$ cat src/rtl/mux_scan_pkg.sv
// ============================================================================
// Module  : mux_scan_pkg
// Purpose : Shared widths and state encoding for the mux scan controller.
// Rev     : 1.0  initial release
// ============================================================================
`default_nettype none

package mux_scan_pkg;

    localparam int SEL_W  = 2;
    localparam int NCH    = 4;
    localparam int WCNT_W = 4;

    typedef enum logic [1:0] {
        ST_IDLE   = 2'd0,
        ST_SETTLE = 2'd1,
        ST_SAMPLE = 2'd2
    } state_t;

endpackage

`default_nettype wire

$ cat src/rtl/settle_timer.sv
// ============================================================================
// Module  : settle_timer
// Purpose : Loadable down-counter that flags zero; it stops at zero.
// Rev     : 1.0  initial release
// ============================================================================
`default_nettype none

module settle_timer
    import mux_scan_pkg::*;
(
    input  logic              clk,
    input  logic              rst,
    input  logic              load_i,
    input  logic [WCNT_W-1:0] load_val_i,
    output logic              zero_o
);

    logic [WCNT_W-1:0] cnt_q;

    always_ff @(posedge clk) begin
        if (rst) begin
            cnt_q <= '0;
        end else if (load_i) begin
            cnt_q <= load_val_i;
        end else if (cnt_q != '0) begin
            cnt_q <= cnt_q - 1'b1;
        end
    end

    assign zero_o = (cnt_q == '0);

endmodule

`default_nettype wire

$ cat src/rtl/mux_scan_ctrl.sv
// ============================================================================
// Module  : mux_scan_ctrl
// Purpose : Walks a 4:1 mux select, samples f_in per channel, reports a word.
//           MUX_SCAN_CONT_EN: start held on the last sample chains scans.
// Rev     : 1.0  initial release
// ============================================================================
`default_nettype none

module mux_scan_ctrl
    import mux_scan_pkg::*;
#(
    parameter int SETTLE = 1
)
(
    input  logic             clk,
    input  logic             rst,
    input  logic             start,
    input  logic             f_in,
    output logic [SEL_W-1:0] sel,
    output logic [NCH-1:0]   data,
    output logic             busy,
    output logic             done
);

    localparam logic [WCNT_W-1:0] C_RELOAD = WCNT_W'(SETTLE - 1);

    generate
        if (SETTLE < 1 || SETTLE > 15) begin : g_settle_chk
            $error("mux_scan_ctrl: SETTLE must be in 1..15");
        end
    endgenerate

    state_t           state_q;
    logic [SEL_W-1:0] sel_q;
    logic [2:0]       shadow_q;
    logic [NCH-1:0]   data_q;
    logic             done_q;

    logic w_last;
    logic w_cont;
    logic w_load;
    logic w_zero;

    assign w_last = (sel_q == SEL_W'(NCH - 1));

`ifdef MUX_SCAN_CONT_EN
    assign w_cont = start;
`else
    assign w_cont = 1'b0;
`endif

    // Timer reloads on every entry into the settle state.
    assign w_load = ((state_q == ST_IDLE) && start) ||
                    ((state_q == ST_SAMPLE) && (!w_last || w_cont));

    settle_timer u_timer (
        .clk        (clk),
        .rst        (rst),
        .load_i     (w_load),
        .load_val_i (C_RELOAD),
        .zero_o     (w_zero)
    );

    always_ff @(posedge clk) begin
        if (rst) begin
            state_q  <= ST_IDLE;
            sel_q    <= '0;
            shadow_q <= '0;
            data_q   <= '0;
            done_q   <= 1'b0;
        end else begin
            done_q <= 1'b0;
            case (state_q)
                ST_IDLE: begin
                    sel_q <= '0;
                    if (start) begin
                        state_q <= ST_SETTLE;
                    end
                end
                ST_SETTLE: begin
                    if (w_zero) begin
                        state_q <= ST_SAMPLE;
                    end
                end
                ST_SAMPLE: begin
                    if (!w_last) begin
                        case (sel_q)
                            2'd0:    shadow_q[0] <= f_in;
                            2'd1:    shadow_q[1] <= f_in;
                            default: shadow_q[2] <= f_in;
                        endcase
                        sel_q   <= sel_q + 1'b1;
                        state_q <= ST_SETTLE;
                    end else begin
                        data_q  <= {f_in, shadow_q};
                        done_q  <= 1'b1;
                        sel_q   <= '0;
                        state_q <= w_cont ? ST_SETTLE : ST_IDLE;
                    end
                end
                default: begin
                    state_q <= ST_IDLE;
                end
            endcase
        end
    end

    assign sel  = sel_q;
    assign data = data_q;
    assign done = done_q;
    assign busy = (state_q != ST_IDLE);

endmodule

`default_nettype wire

$ cat config.mk
export PLATFORM = sky130hd
export DESIGN_NAME = mux_scan_ctrl
export DESIGN_NICKNAME = d
export VERILOG_FILES = /design/src/rtl/mux_scan_pkg.sv /design/src/rtl/settle_timer.sv /design/src/rtl/mux_scan_ctrl.sv
export SDC_FILE = /design/constraint.sdc
export NUM_CORES = 1
export LEC_CHECK = 0
export BUFFER_PORTS_ARGS = -buffer_cell sky130_fd_sc_hd__buf_2
export CAP_MARGIN = 20
export CORE_ASPECT_RATIO = 0.8
export CORE_UTILIZATION = 30
export CTS_CLUSTER_SIZE = 25
export DETAILED_ROUTE_END_ITERATION = 7
export GPL_TIMING_DRIVEN = 0
export RECOVER_POWER = 100
export SETUP_SLACK_MARGIN = 0.15
export SLEW_MARGIN = 5
export SYNTH_ARGS = -nofsm -noshare
export SYNTH_HDL_FRONTEND = slang
export SYNTH_HIERARCHICAL = 1
export SYNTH_SLANG_ARGS = --single-unit
$ cat constraint.sdc
create_clock -name clk -period 1.47 [get_ports clk]
set_input_delay 0.147 -clock clk [delete_from_list [all_inputs] [get_ports clk]]
set_output_delay 0.147 -clock clk [all_outputs]
set_load 0.05 [all_outputs]
# Word-level counts from Yosys, hierarchy flattened
# Index checks and enable logic that the tools add are counted.
dict set report totals {
  ff_bits 16
  inputBits 4
  out_inout_bits 8
  word_cells 44
}
dict set report classes {
  add_sub_neg 2
  eq_ne 6
  mux 7
  bitwise 3
  n_reduce_logical 18
}
# op n
set ops {}
lappend ops {{$reduce_and A3 Y1} 3}
lappend ops {{$mux W2} 3}
lappend ops {{$pmux W2 S3} 1}
lappend ops {{$reduce_or A2 Y1} 3}
lappend ops {{$eq A2 B1 Y1 const B} 2}
lappend ops {{$eq A2 B2 Y1 const B} 2}
lappend ops {{$logic_not A2 Y1} 2}
lappend ops {{$logic_not A4 Y1} 1}
lappend ops {{$pmux W2 S2} 1}
lappend ops {{$reduce_and A2 Y1} 2}
lappend ops {{$reduce_bool A2 Y1} 2}
lappend ops {{$reduce_bool A4 Y1} 1}
lappend ops {{$sub A4 B1 Y4 const B} 1}
lappend ops {{$not A1 Y1} 3}
lappend ops {{$add A2 B1 Y2 const B} 1}
lappend ops {{$logic_and A1 B1 Y1} 2}
lappend ops {{$mux W1} 2}
lappend ops {{$ne A2 B1 Y1 const B} 1}
lappend ops {{$ne A2 B2 Y1 const B} 1}
lappend ops {{$logic_not A1 Y1} 1}
lappend ops {{$logic_or A1 B1 Y1} 1}

# Logic depth before layout (Yosys ltp)
dict set report depth {
  ltp_word 5
  depth_mapped 5
}

# Cells and area by module
# The synthesis kept the hierarchy.
# module n_inst cells_each area_per_inst_um2 seq_area_each_um2
set modules_own_cells {}
lappend modules_own_cells {mux_scan_ctrl 1 58 581.8 240.2}
lappend modules_own_cells {settle_timer 1 24 229.0 80.1}

# Least setup slack after synthesis
# OpenSTA, ideal clock, no wires.
dict set report synth_path {
  path_kind {register -> register}
  from {reg sel_q[0] (netlist: sel[0])}
  to {reg u_timer.cnt_q[3]}
  setup_ps 92
  arrival_ps 1771
  t_required_ps 1378
  setup_slack_ps -394
  stages_incl_launch_ff 6
  n_path_buf 0
  period_less_slack_ps 1864
  cell_sequence {dfxtp_1 -> ha_1 -> nor2_1 -> a22o_1 -> or2_2 -> o32ai_1}
}
dict set report synth_via {
  elab_chain_cells 5
}
# item line_no
set synth_lines {}
lappend synth_lines {{from (decl)} mux_scan_ctrl.sv:34} ;# logic [SEL_W-1:0] sel_q;
lappend synth_lines {{from (signal assigned)} mux_scan_ctrl.sv:92} ;# sel_q <= sel_q + 1'b1;
lappend synth_lines {{$eq A2 B2 Y1} mux_scan_ctrl.sv:44} ;# assign w_last = (sel_q == SEL_W'(NCH - 1));
lappend synth_lines {{named net w_last} mux_scan_ctrl.sv:39} ;# logic w_last;
lappend synth_lines {{$logic_not A1 Y1} --}
lappend synth_lines {{$logic_and A1 B1 Y1} mux_scan_ctrl.sv:54} ;# ((state_q == ST_SAMPLE) && (!w_last || w_cont));
lappend synth_lines {{$logic_or A1 B1 Y1} mux_scan_ctrl.sv:53} ;# assign w_load = ((state_q == ST_IDLE) && start) ||
lappend synth_lines {{named net w_load} mux_scan_ctrl.sv:41} ;# logic w_load;
lappend synth_lines {{$reduce_or A2 Y1 (no line)} --}
lappend synth_lines {{to (signal assigned)} settle_timer.sv:24} ;# cnt_q <= load_val_i;
lappend synth_lines {{to (signal assigned)} settle_timer.sv:26} ;# cnt_q <= cnt_q - 1'b1;
lappend synth_lines {{to (decl)} settle_timer.sv:18} ;# logic [WCNT_W-1:0] cnt_q;
# The timed path passes the listed nets, and every way through them passes these cells.
# A chain may end at the register's enable or synchronous reset.

# Final worst setup path
# Ends and elaborated chain as after synthesis.

==> impl_metrics.env <==
export IMPL_status="completed"
export IMPL_r2r_cells=5
export IMPL_cts_tree="yes"
export IMPL_finalClockSkew_ns=0.00445
export IMPL_initial_core_util_pct=32.4
export IMPL_setup_viol_count_final=0
export IMPL_cts_clk_slew_worst_paths_ns=0.09
export IMPL_cp_slowest_cell="dfxtp_1"
export IMPL_worstReg2RegStart="sel[0]$_SDFFE_PP0P_"
export IMPL_ff2ff_setup_slack_ns=0.13
export IMPL_hold_slack_ns=0.181
export IMPL_netlist_instances=82
export IMPL_grt_antenna_before_repair=0
export IMPL_place_area_um2=945
export IMPL_avgSynthCellArea_um2=9.89
export IMPL_postCtsHoldBufs=0
export IMPL_fp_row_count=16
export IMPL_yosys_register_bits=16
export IMPL_p_leak_uw=0.000459
export IMPL_grt_overflow_total=0
export IMPL_slowest_delay_ns=0.39
export IMPL_wl_per_cell_um=12.0
export IMPL_worstMarginPinSlew_ns=0.594
export IMPL_drc=0
export IMPL_arrival_ns=1.55
export IMPL_yosysWarnings=6
export IMPL_power_density_nw_per_um2=1560
export IMPL_first_pass_iters=4
export IMPL_area_delta_synth_final_pct=36.7
export IMPL_critPathLaunchType="flip-flop"
export IMPL_cp_required_ns=1.68
export IMPL_track_usage_pct=13.0
export IMPL_viasPerCell=4.61
export IMPL_finalMaxSlewViolations=0
export IMPL_grt_pass1_wl_mm=2.82
export IMPL_final_cell_area_um2=1110
export IMPL_hold_path_endpoint="u_timer/cnt_q[2]$_SDFFE_PP0P_"
export IMPL_ir_worst_vdd_v=0.000920
export IMPL_vias=683
export IMPL_rsz0062_at_grt="true"
export IMPL_max_slew_margin_pct=60.6
export IMPL_max_cap_violations=0
export IMPL_die_area_um2=2920
export IMPL_fin_crit_sh_pct=91.3
export IMPL_die_w_um=60.1
export IMPL_path_buf_inv=0
export IMPL_numCtsBuffers=3
export IMPL_path_max_fanout=6
export IMPL_holdPathStages=2
export IMPL_grt_pass1_vias=658
export IMPL_place_hpwl_mm=1.17
export IMPL_synth_cell_types=29
export IMPL_cpLargestDelayFamily="compound AO/OA/AOI/OAI gates"
export IMPL_portBuffers=11
export IMPL_cts_htree_levels=1
export IMPL_wirelength_mm=1.78
export IMPL_grt_max_degree=11
export IMPL_place_gp_congestion=0.766
export IMPL_ctsRootBufferMaster="clkbuf_4"
export IMPL_tns_ns=0
export IMPL_crit_path_cell_trace="ha_4, nor2_1, a22o_1, or2_4, o32ai_2"
export IMPL_hp_class="input pin to flip-flop"
export IMPL_end_kind="flip-flop"
export IMPL_drive_above_1_share_pct=34.8
export IMPL_core_area_um2=2500
export IMPL_yosysSeqAreaShare_pct=39.5
export IMPL_cts_sinks=16
export IMPL_r2r_end="u_timer/cnt_q[3]$_SDFFE_PP0P_"
export IMPL_fmax_mhz=745
export IMPL_crit_cells=5
export IMPL_ioPinCount=12
export IMPL_drt_iter0_drc=23
export IMPL_critPathKind="flip-flop to flip-flop"
export IMPL_min_delay_start="rst"
export IMPL_worstSkewPairLatency_ns=0.29
export IMPL_netlist_area_um2=811
export IMPL_n_antenna_cell=0
export IMPL_finalHoldViolCount=0
export IMPL_ant_nets=0
export IMPL_final_nets=122
export IMPL_clockBufferDepth=2
export IMPL_die_y_um=48.5
export IMPL_fin_crit_ns=1.34
==> synthesized netlist by cell type <==
| master | count | area [µm²] |
|---|---|---|
| a21oi_1 | 2 | 10.0 |
| a22o_1 | 1 | 8.76 |
| and2_1 | 1 | 6.26 |
| and3b_1 | 1 | 8.76 |
| and3b_2 | 1 | 10.0 |
| and4bb_1 | 2 | 25.0 |
| buf_2 | 2 | 10.0 |
| clkbuf_1 | 1 | 3.75 |
| conb_1 | 1 | 3.75 |
| dfxtp_1 | 16 | 320 |
| ha_1 | 5 | 62.6 |
| inv_1 | 5 | 18.8 |
| mux2_2 | 1 | 11.3 |
| mux2i_1 | 7 | 70.1 |
| nand2_1 | 5 | 18.8 |
| nand2b_1 | 8 | 50.1 |
| nand3b_1 | 3 | 22.5 |
| nor2_1 | 4 | 15.0 |
| nor2b_1 | 2 | 12.5 |
| nor3_1 | 2 | 10.0 |
| nor3_2 | 1 | 10.0 |
| nor3b_4 | 1 | 18.8 |
| nor4bb_1 | 1 | 10.0 |
| o22ai_1 | 2 | 12.5 |
| o32ai_1 | 1 | 8.76 |
| o41ai_1 | 1 | 8.76 |
| or2_2 | 1 | 6.26 |
| or4b_1 | 2 | 20.0 |
| xnor2_1 | 2 | 17.5 |
==> metal layers <==
layer,track usage [%],vias up,part of all wire [%]
met1,16.9,324,44
met2,19.8,21,49
met3,4.81,2,5.5
met4,3.49,0,1.0
li1,-,336,-
met5,0,-,0
==> cells by family (layout without fill, tap and decap cells) <==
family | after synthesis | in the layout | share of synthesized area (%)
fa+ha+maj | 5 | 5 | 7.72
xor+xnor | 2 | 2 | 2.16
other cells | 1 | 4 | 0.463
compound gates | 7 | 7 | 6.02
simple gates | 35 | 35 | 30.1
mux | 8 | 8 | 10.0
buf+inv | 8 | 35 | 4.01
flops | 16 | 16 | 39.5
==> report_power, final <==
group,internal (µW),switching (µW),total [µW]
sequential,510,60.3,570
combinational,475,392,867
clock,151,141,292
total,1140,592,1730
==> state kept, by name, indices dropped and copies added, names as in the netlist <==
register,count
data,4
done,1
sel,2
shadow_q,3
state_q,2
u_timer/cnt_q,4
==> layout by cell type (no fill, tap or decap), types with 3 or more instances in the layout <==
cell type,n
buf_2,3
clkbuf_4,5
clkbuf_1,7
buf_4,8
dfxtp_1,13
nand2_1,5
dfxtp_2,3
inv_1,3
buf_6,3
mux2i_1,7
nand3b_1,3
nand2b_1,8
clkbuf_2,3
nor2_1,3
conb_1,4
ha_1,3
==> worst max path at each step <==
stage	startpoint	to	slack (ns)
CTS	sel[1]$_SDFFE_PP0P_	u_timer/cnt_q[3]$_SDFFE_PP0P_	0.12
global route	sel[1]$_SDFFE_PP0P_	sel[1]	0.08
global placement	state_q[0]$_SDFFE_PP0P_	u_timer/cnt_q[3]$_SDFFE_PP0P_	-0.04
detailed placement	state_q[0]$_SDFFE_PP0P_	u_timer/cnt_q[3]$_SDFFE_PP0P_	-0.07
floorplan	sel[1]$_SDFFE_PP0P_	u_timer/cnt_q[3]$_SDFFE_PP0P_	0.05
finish	sel[0]$_SDFFE_PP0P_	u_timer/cnt_q[3]$_SDFFE_PP0P_	0.13
==> stage by stage <==
| stage | utilization [%] | instances | total power [µW] | setup WS, ns |
|---|---|---|---|---|
| floorplan | - | 85 | 1030 | 0.0514 |
| global placement | 37.8 | 132 | 1120 | -0.0443 |
| detailed placement | 37.8 | 132 | 1150 | -0.0686 |
| CTS | 42.3 | 143 | 1610 | 0.118 |
| global route | 44.3 | 148 | 1840 | 0.0815 |
| finish | 44.3 | 148 | 1730 | 0.128 |
==> area by class of cell <==
cell class / instances / area, µm²
sequential: 16 / 324
tap: 36 / 45.0
multi-input combinational: 61 / 519
inverter: 5 / 18.8
timing repair buffer: 23 / 139
buffer: 3 / 26.3
clock buffer: 4 / 36.3
fill: 260 / 1390
==> timing repair <==
action,in CTS,in global routing
gates resized for setup,10,11
setup endpoints to repair,7,7
pin swaps,2,6
buffers inserted,7,5
(Power assumes the default switching activity.)
